<file path="src/rtl/irq_rr_scheduler_if.sv">
// Service-port handshake between the round-robin scheduler and its consumer.
// The scheduler offers an index on valid/id; the consumer takes it with ack.
interface irq_rr_scheduler_if #(
  parameter int W = 3
);
  logic         valid;
  logic [W-1:0] id;
  logic         ack;

  modport master (output valid, output id, input ack);
  modport slave  (input valid, input id, output ack);
endinterface

</file>
<file path="src/rtl/irq_rr_scheduler.sv">
// Round-robin scheduler: latches request edges into pending, filters by mask,
// and offers one eligible source index at a time over a valid/ack port.
//
// state | meaning
// IDLE  | no offer outstanding; arbitrate among pending & ~mask
// OFFER | valid=1, id held until the consumer acks
module irq_rr_scheduler #(
  parameter int N = 8,
  parameter int W = $clog2(N)
) (
  input  logic                 clk,
  input  logic                 rst,
  input  logic [N-1:0]         req,
  input  logic                 mask_we,
  input  logic [N-1:0]         mask_wdata,
  output logic [N-1:0]         mask,
  output logic [N-1:0]         pending,
  output logic                 lost,
  irq_rr_scheduler_if.master   svc
);

  typedef enum logic {IDLE, OFFER} state_t;

  state_t       state;
  logic [W-1:0] ptr;
  logic [N-1:0] req_d;
  logic [N-1:0] rise;
  logic [N-1:0] clr;
  logic [N-1:0] eligible;
  logic [N-1:0] one_hot0;
  logic         found;
  logic [W-1:0] win;

  assign one_hot0 = {{(N-1){1'b0}}, 1'b1};
  assign rise     = req & ~req_d;
  assign clr      = (state == OFFER && svc.ack) ? (one_hot0 << svc.id) : '0;
  assign eligible = pending & ~mask;

  // Search starts at ptr; W-bit addition wraps naturally because N is a power of two.
  always_comb begin
    logic [W-1:0] idx;
    found = 1'b0;
    win   = '0;
    idx   = '0;
    for (int i = 0; i < N; i++) begin
      idx = ptr + W'(i);
      if (!found && eligible[idx]) begin
        found = 1'b1;
        win   = idx;
      end
    end
  end

  always_ff @(posedge clk or posedge rst) begin
    if (rst) begin
      req_d   <= '0;
      pending <= '0;
      mask    <= '1;
      lost    <= 1'b0;
    end else begin
      req_d   <= req;
      pending <= (pending & ~clr) | rise;
      lost    <= |(rise & pending & ~clr);
      if (mask_we)
        mask <= mask_wdata;
    end
  end

  always_ff @(posedge clk or posedge rst) begin
    if (rst) begin
      state     <= IDLE;
      svc.valid <= 1'b0;
      svc.id    <= '0;
      ptr       <= '0;
    end else begin
      case (state)
        IDLE: begin
          if (found) begin
            svc.id    <= win;
            svc.valid <= 1'b1;
            state     <= OFFER;
          end
        end
        OFFER: begin
          if (svc.ack) begin
            svc.valid <= 1'b0;
            ptr       <= svc.id + 1'b1;
            state     <= IDLE;
          end
        end
        default: begin
          svc.valid <= 1'b0;
          state     <= IDLE;
        end
      endcase
    end
  end

endmodule
</file>
<file path="src/flat_wrapper.sv">
// flat-port wrapper written by rule: the top's interface ports become plain ports
module irq_rr_scheduler_flat 
#(
  parameter int N = 8,
  parameter int W = $clog2(N)
)
  (clk, rst, req, mask_we, mask_wdata, mask, pending, lost, svc_valid, svc_id, svc_ack);
  irq_rr_scheduler_if #(.W(W)) svc_i ();
  input  logic clk;
  input  logic rst;
  input  logic [N-1:0] req;
  input  logic mask_we;
  input  logic [N-1:0] mask_wdata;
  output logic [N-1:0] mask;
  output logic [N-1:0] pending;
  output logic lost;
  output wire logic [$bits(svc_i.valid)-1:0] svc_valid;
  output wire logic [$bits(svc_i.id)-1:0] svc_id;
  input wire logic [$bits(svc_i.ack)-1:0] svc_ack;
  assign svc_valid = svc_i.valid;
  assign svc_id = svc_i.id;
  assign svc_i.ack = svc_ack;
  irq_rr_scheduler #(.N(N), .W(W)) u_core (.clk(clk), .rst(rst), .req(req), .mask_we(mask_we), .mask_wdata(mask_wdata), .mask(mask), .pending(pending), .lost(lost), .svc(svc_i));
endmodule
</file>
<file path="config.mk">
export PLATFORM = sky130hd
export DESIGN_NAME = irq_rr_scheduler_flat
export DESIGN_NICKNAME = d
export VERILOG_FILES = /design/src/rtl/irq_rr_scheduler_if.sv /design/src/rtl/irq_rr_scheduler.sv /design/src/flat_wrapper.sv
export SDC_FILE = /design/constraint.sdc
export NUM_CORES = 1
export LEC_CHECK = 0
export BUFFER_PORTS_ARGS = -buffer_cell sky130_fd_sc_hd__buf_2
export CAP_MARGIN = 0
export CORE_MARGIN = 2
export CORE_UTILIZATION = 46
export DETAILED_ROUTE_END_ITERATION = 8
export PLACE_DENSITY = 0.68
export SYNTH_ARGS = -nofsm -noshare
export SYNTH_HDL_FRONTEND = slang
export SYNTH_SLANG_ARGS = --single-unit
</file>
<file path="constraint.sdc">
create_clock -name clk -period 6 [get_ports clk]
set_clock_uncertainty 0.15 [all_clocks]
set_input_delay 0 -clock clk [delete_from_list [all_inputs] [get_ports clk]]
set_output_delay 0 -clock clk [all_outputs]
set_load 0.05 [all_outputs]
</file>
== Word-level counts from Yosys, hierarchy flattened ==
Index checks and enable logic that the tools add are counted.

* Bits in registers: 33
* Output and inout port bits: 21
* Word-level logic and storage cells: 95

* Add/subtract/negate cells: 8
* Order comparisons: 8
* Eq/ne operators: 2
* Shift operators: 1
* Multiplexer cells: 39
* Bitwise logic cells: 10
* Reductions and logical operators: 19

{| class="wikitable"
|+ Operator list
! kind !! count
|-
| 8-bit AND || 5
|-
| 3-bit by 4-bit less-than comparator with 1-bit output (second input constant) || 8
|-
| 1-bit binary-select mux with 3-bit select || 8
|-
| 3-bit 2-to-1 mux || 8
|-
| 8-bit inverter || 3
|-
| 1-bit 2-to-1 mux || 20
|-
| 3-bit adder (second input constant) || 4
|-
| 1-bit logical AND || 8
|-
| 8-bit 2-to-1 mux || 1
|-
| 8-bit bitwise OR || 1
|-
| 8-bit OR reduction || 1
|-
| 1-bit by 3-bit << shifter with 8-bit output (first input constant) || 1
|-
| 1-bit logical NOT || 7
|-
| 3-bit by 1-bit adder with 3-bit output (second input constant) || 2
|-
| 3-bit by 2-bit adder with 3-bit output (second input constant) || 2
|-
| 2-bit AND reduction || 3
|-
| 1-bit case mux with 2 select lines || 2
|-
| 2-bit by 1-bit inequality test with 1-bit output (second input constant) || 1
|-
| 2-bit inequality test (second input constant) || 1
|-
| 1-bit inverter || 1
|}

== Logic depth before layout (Yosys ltp) ==
* Word-level depth: 28
* Mapped depth: 12
* Depth with buffers taken out: 10

== Worst setup path before layout ==
No wires, ideal clock.

* Kind: reg-to-reg
* From: register u_core.ptr[1]
* To: register u_core.svc.id[2]
* Setup time: 0.066 ns
* Arrival time: 2.675 ns
* Required time: 5.784 ns
* Slack: 3.109 ns
* Stages on the path, launching flop included: 12
* Buffers on the path: 1
* Clock period less this slack: 2.891 ns
* Cell sequence: dfrtp_1 -> clkbuf_1 -> inv_1 -> ha_1 -> xnor2_4 -> mux4_2 -> mux2i_4 -> nand4_4 -> nor3_4 -> a21oi_2 -> mux2i_1 -> o311a_1

* Word-level cells in the longest chain between the ends: 25
* Elaborated cells between the ends (all ways): 54
* Those cells by class: 7 x add/sub; 32 x mux; 15 x reduce/logical

{| class="wikitable"
|+ RTL lines
! what !! line !! source
|-
| start, declared || irq_rr_scheduler.sv:25 || <nowiki>logic [W-1:0] ptr;</nowiki>
|-
| start signal, assigned || irq_rr_scheduler.sv:87 || <nowiki>ptr <= svc.id + 1'b1;</nowiki>
|-
| branches (longest 25 deep; another with 3-bit by 1-bit adder with 3-bit output) || n/a ||
|-
| end signal, assigned || irq_rr_scheduler.sv:79 || <nowiki>svc.id <= win;</nowiki>
|-
| end, declared || irq_rr_scheduler_if.sv:10 || <nowiki>modport master (output valid, output id, input ack);</nowiki>
|}

Several ways; the timed one is not identified. The select of a mux whose other input is x is not followed.
A chain may end at the register's enable or synchronous reset.

== Worst setup path after layout ==
Same ends and word-level chain as after synthesis.

==> out/metrics.cfg <==
[run_status]
status = complete, no violations

[clock_network]
numCtsBuffers = 5
htreeDepth = 2
cts.sinks = 33
clock-root-buffer = clkbuf_8
path_clk_slew_ns = 0.07
cts_setup_buffers = 0
clk_latency_ns = 0.28
clk_path_buf_depth = 2
cts_resized = 0
tritoncts = yes
cts_hold_buffers = 26

[pwr]
powerDensity_nw_per_um2 = 594
p_leak_nw = 1.29
ir_drop_uv = 273

[critical_path]
worstSetupPathType = reg2reg
r2r-start = u_core.ptr[1]
r2r_end = u_core.svc.id[2]
critPathArrivalTime_ns = 3.45
end_kind = flop
rrSetupSlack_ns = 2.62
slowest_stage = dfrtp_1
cp_max_fo = 17
required_ns = 6.07
worstPathCellList = inv_1 -> ha_1 -> xnor2_4 -> mux4_2 -> mux2i_4 -> nand4_4 -> nor3_4 -> a21oi_2 -> mux2i_1 -> o311a_1
critPathLaunchType = flop
reg2reg_depth = 10
cpPeakStageDelay_ns = 0.71

[synth]
syn_area_per_cell_um2 = 10.0
synthTopCellsByArea = dfrtp_1, dfstp_2, mux4_2, nand2_1, mux2i_1
synth.largest_area_cell = dfrtp_1
synth_edf_count = 0
synthCells = 238
yosys_warnings = 0
ys_seq_elements = 33
yosys.area.top_type_share = 0.263
async_flop_share = 1.00
synth_top_flop_cell = dfrtp_1
ys_types = 60
synth-seq-area-share = 0.351
synth_area_um2 = 2380
synth.net_count = 266

[placed_design]
globalplace.congestion = 0.879
place_inst = 339
numPortBuffers = 40
dpl.hpwl_mm = 4.12

[timing]
worst_pin_slew_ns = 0.804
setup_viol = 0
fmax_mhz = 296
grt_setup_unrepaired = false
maxSlewViolCount = 0
slew-limit-headroom = 0.464
min_period_ns = 3.38
fin_tns_setup_ns = 0
hold_viol_final = 0
fin_crit_sh = 0.563

[finish]
drive_above_1_share = 0.287
multi_input_area_um2 = 1440
regArea_um2 = 836
final_cells = 373
insertedDiodeCount = 0
most-common-layout-cells = buf_2, nand2_1, dlygate4sd3_1
fillerInstances = 426
layout_commonest_cell = buf_2
utilization = 0.589
nNetsFinal = 330
syn_to_final_growth_pct = 24.7

[die]
io_pins = 41
die_y_um = 75.9
core_um2 = 5040
row_count = 26
die_x_um = 75.9
die_area_um2 = 5760
initial_utilization = 0.472

[drt]
wire_per_inst_um = 17.0
drc = 0
drt_iter0_drc = 158
wl_mm = 6.35
routed_via_density = 5.64
first_pass_iters = 4
via_count = 2104
ant_nets = 0

[grt]
grt_busiest_layer = met2
grt_pass1_wl_mm = 10.5
use_met3 = 0.0500
grt_max_degree = 34
grtUsageTotal = 0.229
use_met2 = 0.392
grt_pass1_vias = 2116
antenna_found_initial = 0
grt_overflow_total = 0
met1_usage = 0.280

[flow_run]
drv_cap = 0

[hold_path]
hold_path.class = in2async

## synthesized netlist by cell type (2+ instances only)
master and n:
nand2_1 36, dfrtp_1 25, nor2_1 15, mux2i_1 13, o21ai_0 12, inv_1 10
mux2_2 10, dfstp_2 8, ha_1 8, clkbuf_1 7, mux4_2 7, nand3_1 7
nand2b_1 6, o22ai_1 6, nor2b_1 5, a21oi_1 3, a31oi_1 3, and2_1 3
nor2b_4 3, nor3_1 3, a211oi_1 2, a22oi_1 2, nand3b_1 2, nand4_1 2
o211ai_1 2, o21ai_2 2, o22a_1 2, o32ai_1 2
## power by group
part / internal (mW) / switching (mW) / leakage, nW / total (mW)
registers: 0.278 / 0.101 / 0.357 / 0.379
logic: 0.489 / 0.732 / 0.892 / 1.22
clock network: 0.0804 / 0.0817 / 0.0450 / 0.162
## critical path: cells and delay by family (launching register included)
family / cells / cell delay, ns
muxes: 3 / 0.83
DFF: 1 / 0.71
and+or+nand+nor: 2 / 0.43
adders and majority gates: 1 / 0.34
AOI/OAI and AO/OA: 2 / 0.29
buffers and inverters: 1 / 0.29
xor gates and xnor gates: 1 / 0.28
## logic make-up (layout without fill, tap and decap cells)
group / after synthesis / in the layout / share of synthesized area
adders and majority gates: 8 / 8 / 0.0421
and+or+nand+nor: 89 / 89 / 0.200
buffers and inverters: 22 / 87 / 0.0457
AOI/OAI and AO/OA: 49 / 49 / 0.143
DFF: 33 / 33 / 0.351
xor gates and xnor gates: 3 / 3 / 0.0189
muxes: 34 / 34 / 0.199
## how the worst max path moves through the flow
stage / start / endpoint / cells past startpoint
2_1_floorplan: u_core.ptr[1] / u_core.svc.id[2] / 11
3_3_place_gp: u_core.ptr[1] / u_core.svc.id[2] / 10
3_5_place_dp: u_core.ptr[0] / u_core.svc.id[2] / 10
4_1_cts: u_core.ptr[0] / u_core.svc.id[2] / 10
5_1_grt: u_core.ptr[1] / u_core.svc.id[0] / 8
6_report: u_core.ptr[1] / u_core.svc.id[2] / 10
## sequential cells by signal, indices dropped and copies added, names as in the netlist
name,count
u_core.mask,8
u_core.ptr,3
u_core.req_d,8
u_core.pending,8
u_core.svc.id,3
u_core.state,1
u_core.svc.valid,1
u_core.lost,1
## per-layer routing
metal | share of wire | vias up | wire, um
li1 | - | 990 | -
met1 | 0.42 | 1021 | 2680
met2 | 0.49 | 73 | 3140
met3 | 0.050 | 20 | 320
met4 | 0.033 | 0 | 210
met5 | 0 | - | 0
## through the flow
stage / worst slack [ns] / instance area, um^2 / hold WS [ns] / power [mW]
after detailed placement: 2.67 / 2630 / -0.0481 / 1.56
final: 2.62 / 2970 / 0.193 / 1.76
after CTS: 2.66 / 2970 / 0.202 / 1.74
after global routing: 2.41 / 2970 / 0.228 / 1.89
after global placement: 2.79 / 2630 / -0.0485 / 1.56
after floorplan: 3.11 / 2380 / -0.119 / 1.34
## final cells by class
class / instances / area share
multi-input cells: 183 / 0.484
inverters: 12 / 0.0198
clock inverters: 2 / 0.00337
clock buffers: 6 / 0.0245
well taps: 70 / 0.0295
repair buffers: 67 / 0.158
flip-flops and latches: 33 / 0.282
Power figures use the tool's default switching activity.
